[config.mk]
export PLATFORM = sky130hd
export DESIGN_NAME = mem_stage_ext
export DESIGN_NICKNAME = d
export VERILOG_FILES = /design/src/rtl/mem_stage_ext_pkg.sv /design/src/rtl/mem_stage_ext_load_align.sv /design/src/rtl/mem_stage_ext.sv
export SDC_FILE = /design/constraint.sdc
export NUM_CORES = 1
export LEC_CHECK = 0
export CORE_MARGIN = 2
export CORE_UTILIZATION = 47
export CTS_CLUSTER_SIZE = 24
export DETAILED_ROUTE_END_ITERATION = 16
export HOLD_SLACK_MARGIN = 0.06
export PLACE_DENSITY = 0.78
export SYNTH_ARGS = -nofsm -noshare
export SYNTH_HDL_FRONTEND = slang
export SYNTH_SLANG_ARGS = --single-unit
[constraint.sdc]
create_clock -name clk -period 3.7 [get_ports clk]
set_input_delay 0.555 -clock clk [delete_from_list [all_inputs] [get_ports clk]]
set_output_delay 0.555 -clock clk [all_outputs]
set_load 0.02 [all_outputs]
[src/rtl/mem_stage_ext_pkg.sv]
// Shared definitions for the MEM stage: bus widths, load op encodings and sizing constants.
// XLEN is fixed at 32 in this generation; the other files rely on that.
package mem_stage_ext_pkg;

    localparam int unsigned XLEN      = 32;
    localparam int unsigned DEST_W    = 5;
    localparam int unsigned MAX_OUTST = 2;

    localparam int unsigned ES_TO_MS_WD = 3 + 1 + 1 + DEST_W + 2 * XLEN;
    localparam int unsigned MS_TO_WS_WD = 1 + DEST_W + 2 * XLEN;
    localparam int unsigned MS_FWD_WD   = 1 + 1 + DEST_W + XLEN;

    typedef enum logic [2:0] {
        LD_W  = 3'd0,
        LD_B  = 3'd1,
        LD_BU = 3'd2,
        LD_H  = 3'd3,
        LD_HU = 3'd4
    } ld_op_e;

endpackage

[src/rtl/mem_stage_ext_load_align.sv]
// Combinational load data alignment and sign/zero extension.
// Unknown ld_op encodings fall back to a full word.
module load_align
    import mem_stage_ext_pkg::*;
(
    input  logic [2:0]  ld_op,
    input  logic [1:0]  offset,
    input  logic [31:0] raw_data,
    output logic [31:0] ext_data
);

    logic [7:0]  byte_sel;
    logic [15:0] half_sel;

    always_comb begin
        byte_sel = raw_data[{offset, 3'b000} +: 8];
        // Halves use only offset[1]; a misaligned offset[0] is EX's problem.
        half_sel = offset[1] ? raw_data[31:16] : raw_data[15:0];
        case (ld_op)
            LD_B:    ext_data = {{24{byte_sel[7]}}, byte_sel};
            LD_BU:   ext_data = {24'b0, byte_sel};
            LD_H:    ext_data = {{16{half_sel[15]}}, half_sel};
            LD_HU:   ext_data = {16'b0, half_sel};
            default: ext_data = raw_data;
        endcase
    end

endmodule

[src/rtl/mem_stage_ext.sv]
// MEM pipeline stage with variable-latency data memory, early-data buffering,
// a forwarding/hazard bus to ID and flush handling that discards orphaned responses.
module mem_stage_ext
    import mem_stage_ext_pkg::*;
#(
    parameter int unsigned XLEN      = mem_stage_ext_pkg::XLEN,
    parameter int unsigned DEST_W    = mem_stage_ext_pkg::DEST_W,
    parameter int unsigned MAX_OUTST = mem_stage_ext_pkg::MAX_OUTST
) (
    input  logic                            clk,
    input  logic                            rst,
    input  logic                            flush,
    input  logic                            es_to_ms_valid,
    input  logic [3+1+1+DEST_W+2*XLEN-1:0]  es_to_ms_bus,
    input  logic                            ws_allow_in,
    input  logic                            data_sram_data_ok,
    input  logic [XLEN-1:0]                 data_sram_rdata,
    output logic                            ms_allow_in,
    output logic                            ms_to_ws_valid,
    output logic [1+DEST_W+2*XLEN-1:0]      ms_to_ws_bus,
    output logic [1+1+DEST_W+XLEN-1:0]      ms_fwd_bus
);

    localparam int unsigned EsWd = 3 + 1 + 1 + DEST_W + 2 * XLEN;
    localparam int unsigned CntW = $clog2(MAX_OUTST + 1);

    logic                ms_valid_q;
    logic [EsWd-1:0]     es_bus_q;
    logic                data_buf_valid_q;
    logic [XLEN-1:0]     data_buf_q;
    logic [CntW-1:0]     discard_cnt_q, discard_cnt_d;

    logic [2:0]          ld_op;
    logic                mem_req, rf_we;
    logic [DEST_W-1:0]   dest;
    logic [XLEN-1:0]     pc, alu_result;
    logic                es_mem_req;

    logic                cnt_zero, resp_hit, ms_ready_go, ms_leave, buf_load;
    logic                inc_ms, inc_es, dec_cnt;
    logic [XLEN-1:0]     raw_data, load_data, final_result;
    int unsigned         cnt_sum;

    assign alu_result = es_bus_q[XLEN-1:0];
    assign pc         = es_bus_q[2*XLEN-1:XLEN];
    assign dest       = es_bus_q[2*XLEN+DEST_W-1 -: DEST_W];
    assign rf_we      = es_bus_q[2*XLEN+DEST_W];
    assign mem_req    = es_bus_q[2*XLEN+DEST_W+1];
    assign ld_op      = es_bus_q[EsWd-1 -: 3];
    assign es_mem_req = es_to_ms_bus[2*XLEN+DEST_W+1];

    // A response only belongs to the held entry once all orphaned ones are drained.
    assign cnt_zero       = (discard_cnt_q == '0);
    assign resp_hit       = data_sram_data_ok && cnt_zero;
    assign ms_ready_go    = !mem_req || data_buf_valid_q || resp_hit;
    assign ms_allow_in    = !ms_valid_q || (ms_ready_go && ws_allow_in);
    assign ms_to_ws_valid = ms_valid_q && ms_ready_go && !flush;
    assign ms_leave       = ms_to_ws_valid && ws_allow_in;
    assign buf_load       = resp_hit && ms_valid_q && mem_req && !data_buf_valid_q && !ws_allow_in;

    assign raw_data = data_buf_valid_q ? data_buf_q : data_sram_rdata;

    load_align u_load_align (
        .ld_op    (ld_op),
        .offset   (alu_result[1:0]),
        .raw_data (raw_data),
        .ext_data (load_data)
    );

    assign final_result = mem_req ? load_data : alu_result;

    assign ms_to_ws_bus = {rf_we, dest, pc, final_result};
    assign ms_fwd_bus   = {ms_valid_q && rf_we, ms_valid_q && mem_req && !ms_ready_go,
                           dest, final_result};

    // Flushed loads still waiting on memory, and loads dropped on entry, leave orphans.
    assign inc_ms  = flush && ms_valid_q && !ms_ready_go;
    assign inc_es  = flush && ms_allow_in && es_to_ms_valid && es_mem_req;
    assign dec_cnt = data_sram_data_ok && !cnt_zero;

    always_comb begin
        cnt_sum = 32'(discard_cnt_q) + 32'(inc_ms) + 32'(inc_es) - 32'(dec_cnt);
        if (cnt_sum > MAX_OUTST) begin
            cnt_sum = MAX_OUTST;
        end
        discard_cnt_d = CntW'(cnt_sum);
    end

    always_ff @(posedge clk) begin
        if (rst) begin
            ms_valid_q       <= 1'b0;
            es_bus_q         <= '0;
            data_buf_valid_q <= 1'b0;
            data_buf_q       <= '0;
            discard_cnt_q    <= '0;
        end else begin
            if (ms_allow_in || flush) begin
                ms_valid_q <= es_to_ms_valid && !flush;
            end
            if (ms_allow_in && es_to_ms_valid && !flush) begin
                es_bus_q <= es_to_ms_bus;
            end
            if (flush || ms_leave) begin
                data_buf_valid_q <= 1'b0;
            end else if (buf_load) begin
                data_buf_valid_q <= 1'b1;
                data_buf_q       <= data_sram_rdata;
            end
            discard_cnt_q <= discard_cnt_d;
        end
    end

endmodule

======== Word-level counts from Yosys, hierarchy flattened ========
Index checks and enable logic that the tools add are counted.
storage, ports and cells
  register bits after elaboration ......... 110
  input port bits ......................... 112
  output and inout port bits .............. 111
  logic and storage cells ................. 58
operators by class
  add/subtract/negate cells ............... 3
  $lt $le $gt $ge ......................... 1
  equality and inequality tests ........... 4
  shift-type cells ........................ 1
  multiplexer cells ....................... 5
  bitwise operators ....................... 1
  reduce and logical (&&, ||, !) cells .... 37
operators by type and width
  kind                                                                              count
  32-bit one-hot mux with 4 select lines                                            1
  32-bit 2-to-1 mux                                                                 2
  32-bit by 2-bit greater-than comparator with 1-bit output, second input constant  1
  32-bit by 6-bit variable part select with 8-bit output                            1
  1-bit logical AND                                                                 21
  16-bit 2-to-1 mux                                                                 1
  1-bit logical NOT                                                                 7
  3-bit by 2-bit == test with 1-bit output, second input constant                   2
  1-bit logical OR                                                                  5
  4-bit by 1-bit subtractor with 5-bit output                                       1
  3-bit by 1-bit adder with 4-bit output                                            1
  2-bit OR reduction                                                                2
  2-bit by 1-bit adder with 3-bit output                                            1
  3-bit by 1-bit == test with 1-bit output, second input constant                   1
  3-bit == test, second input constant                                              1
  2-bit logical NOT                                                                 1
  2-bit 2-to-1 mux                                                                  1
  2-bit AND reduction                                                               1
  1-bit inverter                                                                    1

======== Logic depth before layout (Yosys ltp) ========
Gate-level depths: netlist of the first run.
  depth in word-level cells ............... 12
  gate-level depth with buffers ........... 15
  depth with buffers taken out ............ 12

======== Hierarchy ========
From an unflattened synthesis of the first run, not the netlist that was laid out.
unflattened totals
  cell total of the unflattened synthesis .. 774
  area total of the unflattened synthesis .. 7081.8 um2
by module, submodules not included
  module         times used  cells an instance  area each (um2)
  mem_stage_ext  1           654                6232.2
  load_align     1           120                849.6

======== Worst setup path before layout of the first run ========
OpenSTA, ideal clock, no wires.
  kind .................................... flip-flop to flip-flop
  start point ............................. register data_buf_valid_q
  end point ............................... register discard_cnt_q[0]
  library setup time ...................... 0.078 ns
  arrival time ............................ 3.135 ns
  path slack .............................. 0.487 ns
  cell stages (with the launch flop) ...... 14
  path buffers ............................ 4
  period minus slack after synthesis ...... 3.213 ns
  path through ............................ dfxtp_1 buf_4 buf_4 buf_4 buf_2 nor3_1 nand2_1 ha_1 fa_1 inv_1 fa_1 nor2_1 nand3_1 nor3_1
on the way
  word-level cells in the longest chain between the ends .. 11
  elaborated cells on any way between the ends .. 14
  those cells by class .................... add/sub (3); order compare (1); reduce/logical (10)
RTL lines
  item                                                                                            RTL line              RTL
  from (decl)                                                                                     mem_stage_ext.sv:29   logic data_buf_valid_q;
  from (signal assigned)                                                                          mem_stage_ext.sv:93   data_buf_valid_q <= 1'b0;
  from (signal assigned)                                                                          mem_stage_ext.sv:104  data_buf_valid_q <= 1'b0;
  from (signal assigned)                                                                          mem_stage_ext.sv:106  data_buf_valid_q <= 1'b1;
  1-bit logical OR * (2 in a row)                                                                 mem_stage_ext.sv:55   assign ms_ready_go = !mem_req || data_buf_valid_q || resp_hit;
  parallel branches: the longest is 5 deep, another holds 2-bit by 1-bit adder with 3-bit output  -
  3-bit by 1-bit adder with 4-bit output *                                                        mem_stage_ext.sv:82   cnt_sum = 32'(discard_cnt_q) + 32'(inc_ms) + 32'(inc_es) - 32'(dec_cnt);
  4-bit by 1-bit subtractor with 5-bit output *                                                   mem_stage_ext.sv:82
  32-bit by 2-bit greater-than comparator with 1-bit output                                       mem_stage_ext.sv:83   if (cnt_sum > MAX_OUTST) begin
  2-bit OR reduction (no source line)                                                             -
  to (signal assigned)                                                                            mem_stage_ext.sv:109  discard_cnt_q <= discard_cnt_d;
  to (decl)                                                                                       mem_stage_ext.sv:31   logic [CntW-1:0] discard_cnt_q, discard_cnt_d;
Mark *: on every way between the ends.
A chain may end at the register's enable or synchronous reset.

======== Worst setup path in the final report of the first run ========
  start point ............................. input port data_sram_rdata[7]
  end point ............................... output port ms_fwd_bus[11]
on the way
  word-level cells in the longest chain between the ends .. 4
RTL lines
  item                                                    RTL line                        RTL
  from (decl)                                             mem_stage_ext.sv:17             input logic [XLEN-1:0] data_sram_rdata,
  32-bit 2-to-1 mux                                       mem_stage_ext.sv:61             assign raw_data = data_buf_valid_q ? data_buf_q : data_sram_rdata;
  32-bit by 6-bit variable part select with 8-bit output  mem_stage_ext_load_align.sv:16  byte_sel = raw_data[{offset, 3'b000} +: 8];
  32-bit one-hot mux with 4 select lines                  mem_stage_ext_load_align.sv:19  case (ld_op)
  32-bit 2-to-1 mux                                       mem_stage_ext.sv:70             assign final_result = mem_req ? load_data : alu_result;
  to (decl)                                               mem_stage_ext.sv:21             output logic [1+1+DEST_W+XLEN-1:0] ms_fwd_bus
Every way passes these cells.

==> results.rst, run 1 <==
.. list-table::
   :header-rows: 1

   * - Metric
     - Value
   * - Share of layout cells above drive strength 1
     - 6.561%
   * - Post-synthesis cell count
     - 766
   * - CTS clock-pin slew for the worst setup and hold paths
     - 0.07 ns
   * - Post-detailed-placement half-perimeter wirelength
     - 12.40 mm
   * - Data arrival time at the worst-slack endpoint
     - 2.96 ns
   * - Async S/R FF share, synth
     - 0%
   * - Count of boundary I/O pins
     - 223
   * - Internal power of the cells
     - 2.180 mW
   * - N_diodes
     - 0
   * - Core region area
     - 0.01437 mm^2
   * - Required time reported for the critical path endpoint
     - 3.14 ns
   * - Final design instance area without fill
     - 0.008889 mm^2
   * - Layout filler cell count
     - 1294
   * - CTS tree
     - done
   * - Count of placed standard cells in the final layout, fillers left out
     - 1068
   * - Static Leak
     - 3.072 nW
   * - Die Span Y
     - 124.5 um
   * - Setup repair after global routing missed its margin
     - false
   * - Count of flip-flops with a built-in enable after synthesis
     - 0
   * - Most used flip-flop cell after synthesis
     - sky130_fd_sc_hd__dfxtp_1
   * - Detailed-route DRC error count
     - 0
   * - Max IR drop VDD
     - 0.2654 mV
   * - Placed cell area
     - 0.008576 mm^2
   * - Number of vias in the routed layout
     - 5591
   * - Flip-flop and latch count after synthesis
     - 110
   * - Clk buf depth
     - 2
   * - Worst setup path class
     - in -> out
   * - Largest area contributor in the synthesized netlist
     - sky130_fd_sc_hd__dfxtp_1
   * - Avg WL per Cell
     - 16.14 um
   * - Post-layout net count
     - 997
   * - Worst slew pin tran
     - 0.5840 ns
   * - Area share of the largest cell type after synthesis
     - 32.28%
   * - Result of the run
     - finished clean
   * - Shortest period the worst path allows
     - 3.519 ns
   * - Chip width
     - 124.5 um
   * - Maximum number of pins on one net before global-route repair
     - 79
   * - Headroom to the max-slew limit
     - 61.07%
   * - Cell mode on critical path
     - sky130_fd_sc_hd__clkdlybuf4s50_1
   * - Synth unique cells
     - 44
   * - Instance count after placement with tap cells included
     - 1052
   * - Total clock buffers created by CTS
     - 9
   * - Worst-Skew Late Latency
     - 0.35 ns
   * - Delay contributed by the slowest stage of the critical path
     - 0.59 ns
   * - Via count of the first global-routing pass
     - 5299
   * - Endpoint class of the critical path
     - output port
   * - CTS sink count
     - 110
   * - Avg Vias per Cell
     - 5.235
   * - Switching Share
     - 27.93%
   * - Overall track demand over capacity in global routing
     - 22.11%
   * - Starting density of the core
     - 47.47%
   * - List of cells traversed by the critical path
     - clkdlybuf4s50_1 > mux4_2 > or2_4 > a311oi_4 > a221oi_1 > clkdlybuf4s50_1
   * - Combinational share of power
     - 25.2%
   * - Worst slack on hold paths
     - 0.4567 ns
   * - Part of the total power dissipated in sequential elements
     - 41.9%
   * - Global route total overflow
     - 0
   * - Worst setup SP type
     - input port
   * - Buffer count from post-CTS setup fixing
     - 0
   * - Multi-input logic area
     - 0.003762 mm^2
   * - Post-Synthesis Cell Area
     - 0.006822 mm^2
   * - Share of synthesized area occupied by flip-flops and latches
     - 32.28%
   * - Clock network power share
     - 32.9%
   * - Tightest Hold Check Type
     - reg -> reg
   * - Antenna violations before repair
     - 0
   * - Power density normalized to cell area
     - 340.4 mW/mm^2
   * - Master of the slowest instance on the critical path
     - sky130_fd_sc_hd__clkdlybuf4s50_1
   * - Die area
     - 0.01549 mm^2
   * - Number of max-cap violations
     - 0
   * - Period Utilization, post-route
     - 95.12%
   * - Net switching power
     - 0.8450 mW
   * - Achievable Freq
     - 0.2841 GHz
   * - Row Count
     - 44
   * - Post-route ant nets
     - 0
   * - CTS Root Cell
     - sky130_fd_sc_hd__clkbuf_16
   * - Most frequent cells after synthesis
     - sky130_fd_sc_hd__nand2b_1, sky130_fd_sc_hd__dfxtp_1, sky130_fd_sc_hd__mux2i_1
   * - Synth Net Count
     - 884
   * - Post-Syn Area per Cell
     - 8.905 um^2
   * - DRC violation total after the first TritonRoute iteration
     - 344
   * - Max FO, Critical Path
     - 7
   * - Final Core Density
     - 61.86%
   * - Port Buffer Count
     - 222
   * - Layout area overhead
     - 30.30%
   * - 1st-pass router iterations
     - 4
   * - Fin Clk Skew
     - 0.004487 ns
   * - Routability congestion estimate from global placement
     - 0.8391
   * - Final hold violation count
     - 0
   * - Global-route wire length before repair
     - 28.00 mm
   * - Routed Wire Length
     - 17.23 mm
   * - Dominant cell by count in the synthesized netlist
     - sky130_fd_sc_hd__nand2b_1
   * - Htree depth
     - 3
   * - Area contributors post-synth
     - sky130_fd_sc_hd__dfxtp_1, sky130_fd_sc_hd__mux2i_1, sky130_fd_sc_hd__nand2b_1, sky130_fd_sc_hd__buf_4, sky130_fd_sc_hd__mux4_2
   * - Count of warnings emitted by yosys
     - 0
   * - Final-layout setup total negative slack
     - 0 ns
   * - Max-slew violations
     - 0
   * - Area used by sequential logic in the layout
     - 0.002205 mm^2
   * - Final setup violation count
     - 0
-- metrics by stage --
| stage | setup slack (ns) | power [mW] |
|---|---|---|
| floorplan | 0.4872 | 1.769 |
| global placement | 0.04674 | 2.049 |
| finish | 0.1806 | 3.025 |
| global route | 0.05164 | 3.170 |
| CTS | 0.02616 | 3.056 |
| detailed placement | 0.05698 | 2.057 |
-- flip-flops by register name, summed over array words and instances (netlist names) --
| signal | count |
|---|---|
| data_buf_q | 32 |
| es_bus_q | 74 |
| ms_valid_q | 1 |
| data_buf_valid_q | 1 |
| discard_cnt_q | 2 |
-- power by group through the flow --
stage               clock network [mW]  registers, mW  logic (mW)
finish                           0.995           1.27       0.763
global route                      1.07           1.28       0.822
CTS                               1.02           1.27       0.766
detailed placement                   0           1.29       0.762
global placement                     0           1.29       0.755
floorplan                            0           1.28       0.491
-- cell families after synthesis --
family | Yosys count | synth area share [%]
flops | 110 | 32.28
compound gates | 104 | 10.80
mux | 121 | 20.73
buf+inv | 143 | 12.84
xor+xnor | 1 | 0.1284
simple gates | 281 | 21.90
fa+ha+maj | 6 | 1.321
-- area by class of cell --
class                   instances  share of cell area [%]
multi-input cells             513                   42.33
repair buffers                237                   26.56
flip-flops and latches        110                   24.80
clock buffers                  12                   2.773
well taps                     184                   2.590
clock inverters                 4                  0.6053
inverters                       8                  0.3378
-- layout by cell type, fill, tap and decap left out, types with 6 or more instances in the layout --
cell type / n
sky130_fd_sc_hd__a21oi_1: 37
sky130_fd_sc_hd__a221o_1: 16
sky130_fd_sc_hd__a221oi_1: 8
sky130_fd_sc_hd__a31oi_1: 11
sky130_fd_sc_hd__buf_4: 13
sky130_fd_sc_hd__clkbuf_16: 9
sky130_fd_sc_hd__clkdlybuf4s50_1: 221
sky130_fd_sc_hd__dfxtp_1: 108
sky130_fd_sc_hd__inv_1: 8
sky130_fd_sc_hd__mux2_2: 6
sky130_fd_sc_hd__mux2i_1: 100
sky130_fd_sc_hd__mux4_2: 13
sky130_fd_sc_hd__nand2_1: 78
sky130_fd_sc_hd__nand2b_1: 150
sky130_fd_sc_hd__nor2_1: 31
sky130_fd_sc_hd__o21ai_0: 6
-- worst max-delay path, delay by kind of cell --
kind            cells  cell delay (ns)
compound gates      2             0.62
buf+inv             2             1.06
mux                 1             0.47
simple gates        1             0.26
-- per-layer routing --
layer  global-route usage [%]  up-vias  share of wire [%]
met3                    6.701       21                8.5
met4                    6.411        0                1.7
met5                        0        -                  0
met2                    35.07      200                 46
li1                         -     2765                  -
met1                    29.18     2605                 44
-- repair_timing --
action | in CTS | in global routing
gates resized for setup | 0 | 3
hold buffers | 0 | 0
endpoints found under the setup margin | 0 | 47
hold endpoints to repair | 0 | 0
-- worst paths after layout --
kind                            slack, ns  cells past startpoint                           to                       start
worst min-delay path                 0.46                      2   data_buf_q[4]$_SDFFE_PP0P_  data_buf_q[4]$_SDFFE_PP0P_
worst min register to register       0.46                      2   data_buf_q[4]$_SDFFE_PP0P_  data_buf_q[4]$_SDFFE_PP0P_
worst max-delay path                 0.18                      6               ms_fwd_bus[11]          data_sram_rdata[7]
worst max register to register       1.04                     11  discard_cnt_q[0]$_SDFF_PP0_   es_bus_q[70]$_SDFFE_PP0P_
Power figures use the tool's default switching activity.
==> run 2: changes to the inputs <==
--- a/config.mk
+++ b/config.mk
@@ -5,7 +5,8 @@
 export SDC_FILE = /design/constraint.sdc
 export NUM_CORES = 1
 export LEC_CHECK = 0
-export CORE_MARGIN = 2
+export ABC_AREA = 0
+export CORE_MARGIN = 3
 export CORE_UTILIZATION = 47
 export CTS_CLUSTER_SIZE = 24
 export DETAILED_ROUTE_END_ITERATION = 16
==> results.rst, run 2 (synthesis gave the netlist of run 1 again) <==
.. list-table::
   :header-rows: 1

   * - Metric
     - Value
   * - Achievable Freq
     - 0.2790 GHz (-1.8%)
   * - Data arrival time at the worst-slack endpoint
     - 3.03 ns (+0.07 ns)
   * - Final-layout setup total negative slack
     - 0 ns (unchanged)
   * - Antenna violations before repair
     - 1 (+1)
   * - Final Core Density
     - 63.16% (+1.3 points)
   * - Clk buf depth
     - 2 (unchanged)
   * - Period Utilization, post-route
     - 96.88% (+1.8 points)
   * - CTS Root Cell
     - sky130_fd_sc_hd__clkbuf_16
   * - Min setup slack post-route
     - 0.1153 ns (-0.06534 ns)
   * - Destination of the critical timing path
     - ms_fwd_bus[14]
   * - Largest reg by FF count
     - es_bus_q
   * - Worst reg2reg path startpoint
     - es_bus_q[70]$_SDFFE_PP0P_
   * - Setup repair after global routing missed its margin
     - false
   * - Required time reported for the critical path endpoint
     - 3.14 ns (about the same)
   * - Power density normalized to cell area
     - 349.8 mW/mm^2 (+2.8%)
   * - Via count of the first global-routing pass
     - 5732 (+8.2%)
   * - Count of boundary I/O pins
     - 223 (unchanged)
   * - Headroom to the max-slew limit
     - 17.50% (-44 points)
   * - Capture instance of the worst register-to-register path
     - discard_cnt_q[0]$_SDFF_PP0_
   * - Tightest Hold Check Type
     - reg -> reg
   * - DRC violation total after the first TritonRoute iteration
     - 311 (-9.6%)
   * - 1st-pass router iterations
     - 5 (+1)
   * - Routed Wire Length
     - 18.41 mm (+6.8%)
   * - Flop-to-flop setup slack
     - 0.65 ns (-0.39 ns)
   * - Share of layout cells above drive strength 1
     - 6.463% (-0.099 points)
   * - # hold bufs at CTS
     - 0 (unchanged)
   * - Final setup violation count
     - 0 (unchanged)
   * - Overall power
     - 3.102 mW (+2.5%)
   * - Post-route ant nets
     - 0 (unchanged)
   * - Worst setup path startpoint
     - data_sram_rdata[23]
   * - Post-detailed-placement half-perimeter wirelength
     - 13.64 mm (+10%)
   * - Shortest period the worst path allows
     - 3.585 ns (+0.06534 ns)
   * - Avg WL per Cell
     - 17.34 um (+7.5%)
   * - CTS tree
     - done
   * - Fin Clk Skew
     - 0.007363 ns (+0.002875 ns)
   * - Placed cell area
     - 0.008538 mm^2 (-0.44%)
   * - Most frequent standard cell in the layout excluding fill and tap cells
     - sky130_fd_sc_hd__clkdlybuf4s50_1
   * - Layout area overhead
     - 30.01%
   * - Global-route wire length before repair
     - 29.44 mm (+5.1%)
   * - Max-slew violations
     - 0 (unchanged)
   * - Detailed-route DRC error count
     - 0 (unchanged)
   * - Die area
     - 0.01600 mm^2 (+3.2%)
   * - Avg Vias per Cell
     - 5.416 (+3.5%)
   * - Total clock buffers created by CTS
     - 9 (unchanged)
   * - Routability congestion estimate from global placement
     - 0.9183 (+9.4%)
   * - Static Leak
     - 3.081 nW (+0.30%)
   * - Final hold violation count
     - 0 (unchanged)
   * - Chip width
     - 126.5 um (+1.6%)
   * - Overall track demand over capacity in global routing
     - 22.62% (+0.51 points)
   * - Number of vias in the routed layout
     - 5752 (+2.9%)
   * - Endpoint class of the critical path
     - output port
   * - Core region area
     - 0.01404 mm^2 (-2.3%)
   * - Final design instance area without fill
     - 0.008869 mm^2 (-0.23%)
   * - R2R depth
     - 12 (+1)
   * - Worst slew pin tran
     - 1.237 ns (+0.6534 ns)
   * - Starting density of the core
     - 48.58% (+1.1 points)
   * - CTS clock-pin slew for the worst setup and hold paths
     - 0.07 ns (about the same)
   * - CTS sink count
     - 110 (unchanged)
   * - Largest registers
     - es_bus_q (74), data_buf_q (32), discard_cnt_q (2)
   * - Buffer count from post-CTS setup fixing
     - 0 (unchanged)
   * - Result of the run
     - finished clean
   * - Worst slack after detailed placement
     - 0.05280 ns (-0.004181 ns)
   * - Worst slack on hold paths
     - 0.4618 ns (+0.005106 ns)
   * - N_diodes
     - 0 (unchanged)
   * - Worst setup SP type
     - input port
   * - Worst setup path class
     - in -> out
   * - Die Span Y
     - 126.5 um (+1.6%)
   * - Min-Delay Startpoint
     - data_buf_q[4]$_SDFFE_PP0P_
   * - Max FO, Critical Path
     - 7 (unchanged)
   * - Instance count after placement with tap cells included
     - 1047 (-0.48%)
   * - Maximum number of pins on one net before global-route repair
     - 169 (+110%)
   * - Global route total overflow
     - 0 (unchanged)
   * - Port Buffer Count
     - 222 (unchanged)
   * - Row Count
     - 43 (-2.3%)
   * - Number of max-cap violations
     - 0 (unchanged)
   * - Post-layout net count
     - 996 (-0.10%)
   * - Htree depth
     - 3 (unchanged)
   * - Hold depth
     - 2 (unchanged)
   * - Count of placed standard cells in the final layout, fillers left out
     - 1062 (-0.56%)
   * - Flip-flop count of the largest register, all copies and words added
     - 74 (unchanged)
   * - Max IR drop VDD
     - 0.2090 mV (-21%)
   * - Most frequent cells in the layout
     - sky130_fd_sc_hd__clkdlybuf4s50_1, sky130_fd_sc_hd__nand2b_1, sky130_fd_sc_hd__dfxtp_1
   * - Worst-Skew Late Latency
     - 0.35 ns (about the same)
-- run 2: report_power, final --
group          total [mW]  internal [mW]  switching [mW]  leakage [nW]
clock network        1.05          0.625           0.430         0.161
registers            1.27           1.23          0.0363         0.896
logic               0.781          0.403           0.377          2.02
-- run 2: worst min path at each step --
stage | end | slack (ns)
finish | data_buf_q[4]$_SDFFE_PP0P_ | 0.46
global route | data_buf_q[18]$_SDFFE_PP0P_ | 0.49
CTS | data_buf_q[18]$_SDFFE_PP0P_ | 0.47
detailed placement | data_buf_q[4]$_SDFFE_PP0P_ | 0.46
global placement | data_buf_q[20]$_SDFFE_PP0P_ | 0.44
floorplan | data_buf_q[18]$_SDFFE_PP0P_ | 0.44
-- run 2: timing repair --
item / CTS / global route
hold endpoints to repair: 0 / 0
endpoints found under the setup margin: 0 / 32
gates resized for setup: 0 / 1
-- run 2: critical path: stages --
cell	delay, ns
sky130_fd_sc_hd__clkdlybuf4s50_1	0.49
sky130_fd_sc_hd__mux4_2	0.48
sky130_fd_sc_hd__or2_4	0.26
sky130_fd_sc_hd__a311oi_4	0.46
sky130_fd_sc_hd__a221oi_1	0.20
sky130_fd_sc_hd__clkdlybuf4s50_1	0.58
-- run 2: metal layers --
metal | share of wire (%) | GRT usage, % | vias to the layer above | wire length [um]
li1 | - | - | 2760 | -
met2 | 47 | 36.92 | 252 | 8743
met5 | 0.071 | 0 | - | 13
met3 | 9.2 | 6.821 | 30 | 1692
met4 | 2.4 | 8.580 | 2 | 448
met1 | 41 | 28.22 | 2708 | 7516
-- run 2: layout make-up --
cell class	count	area (um^2)
Inverter	8	30.03
Fill cell	1151	5174
Tap cell	180	225.2
Timing Repair Buffer	236	2325
Multi-Input combinational cell	513	3762
Sequential cell	110	2203
Clock inverter	4	70.07
Clock buffer	11	252.7
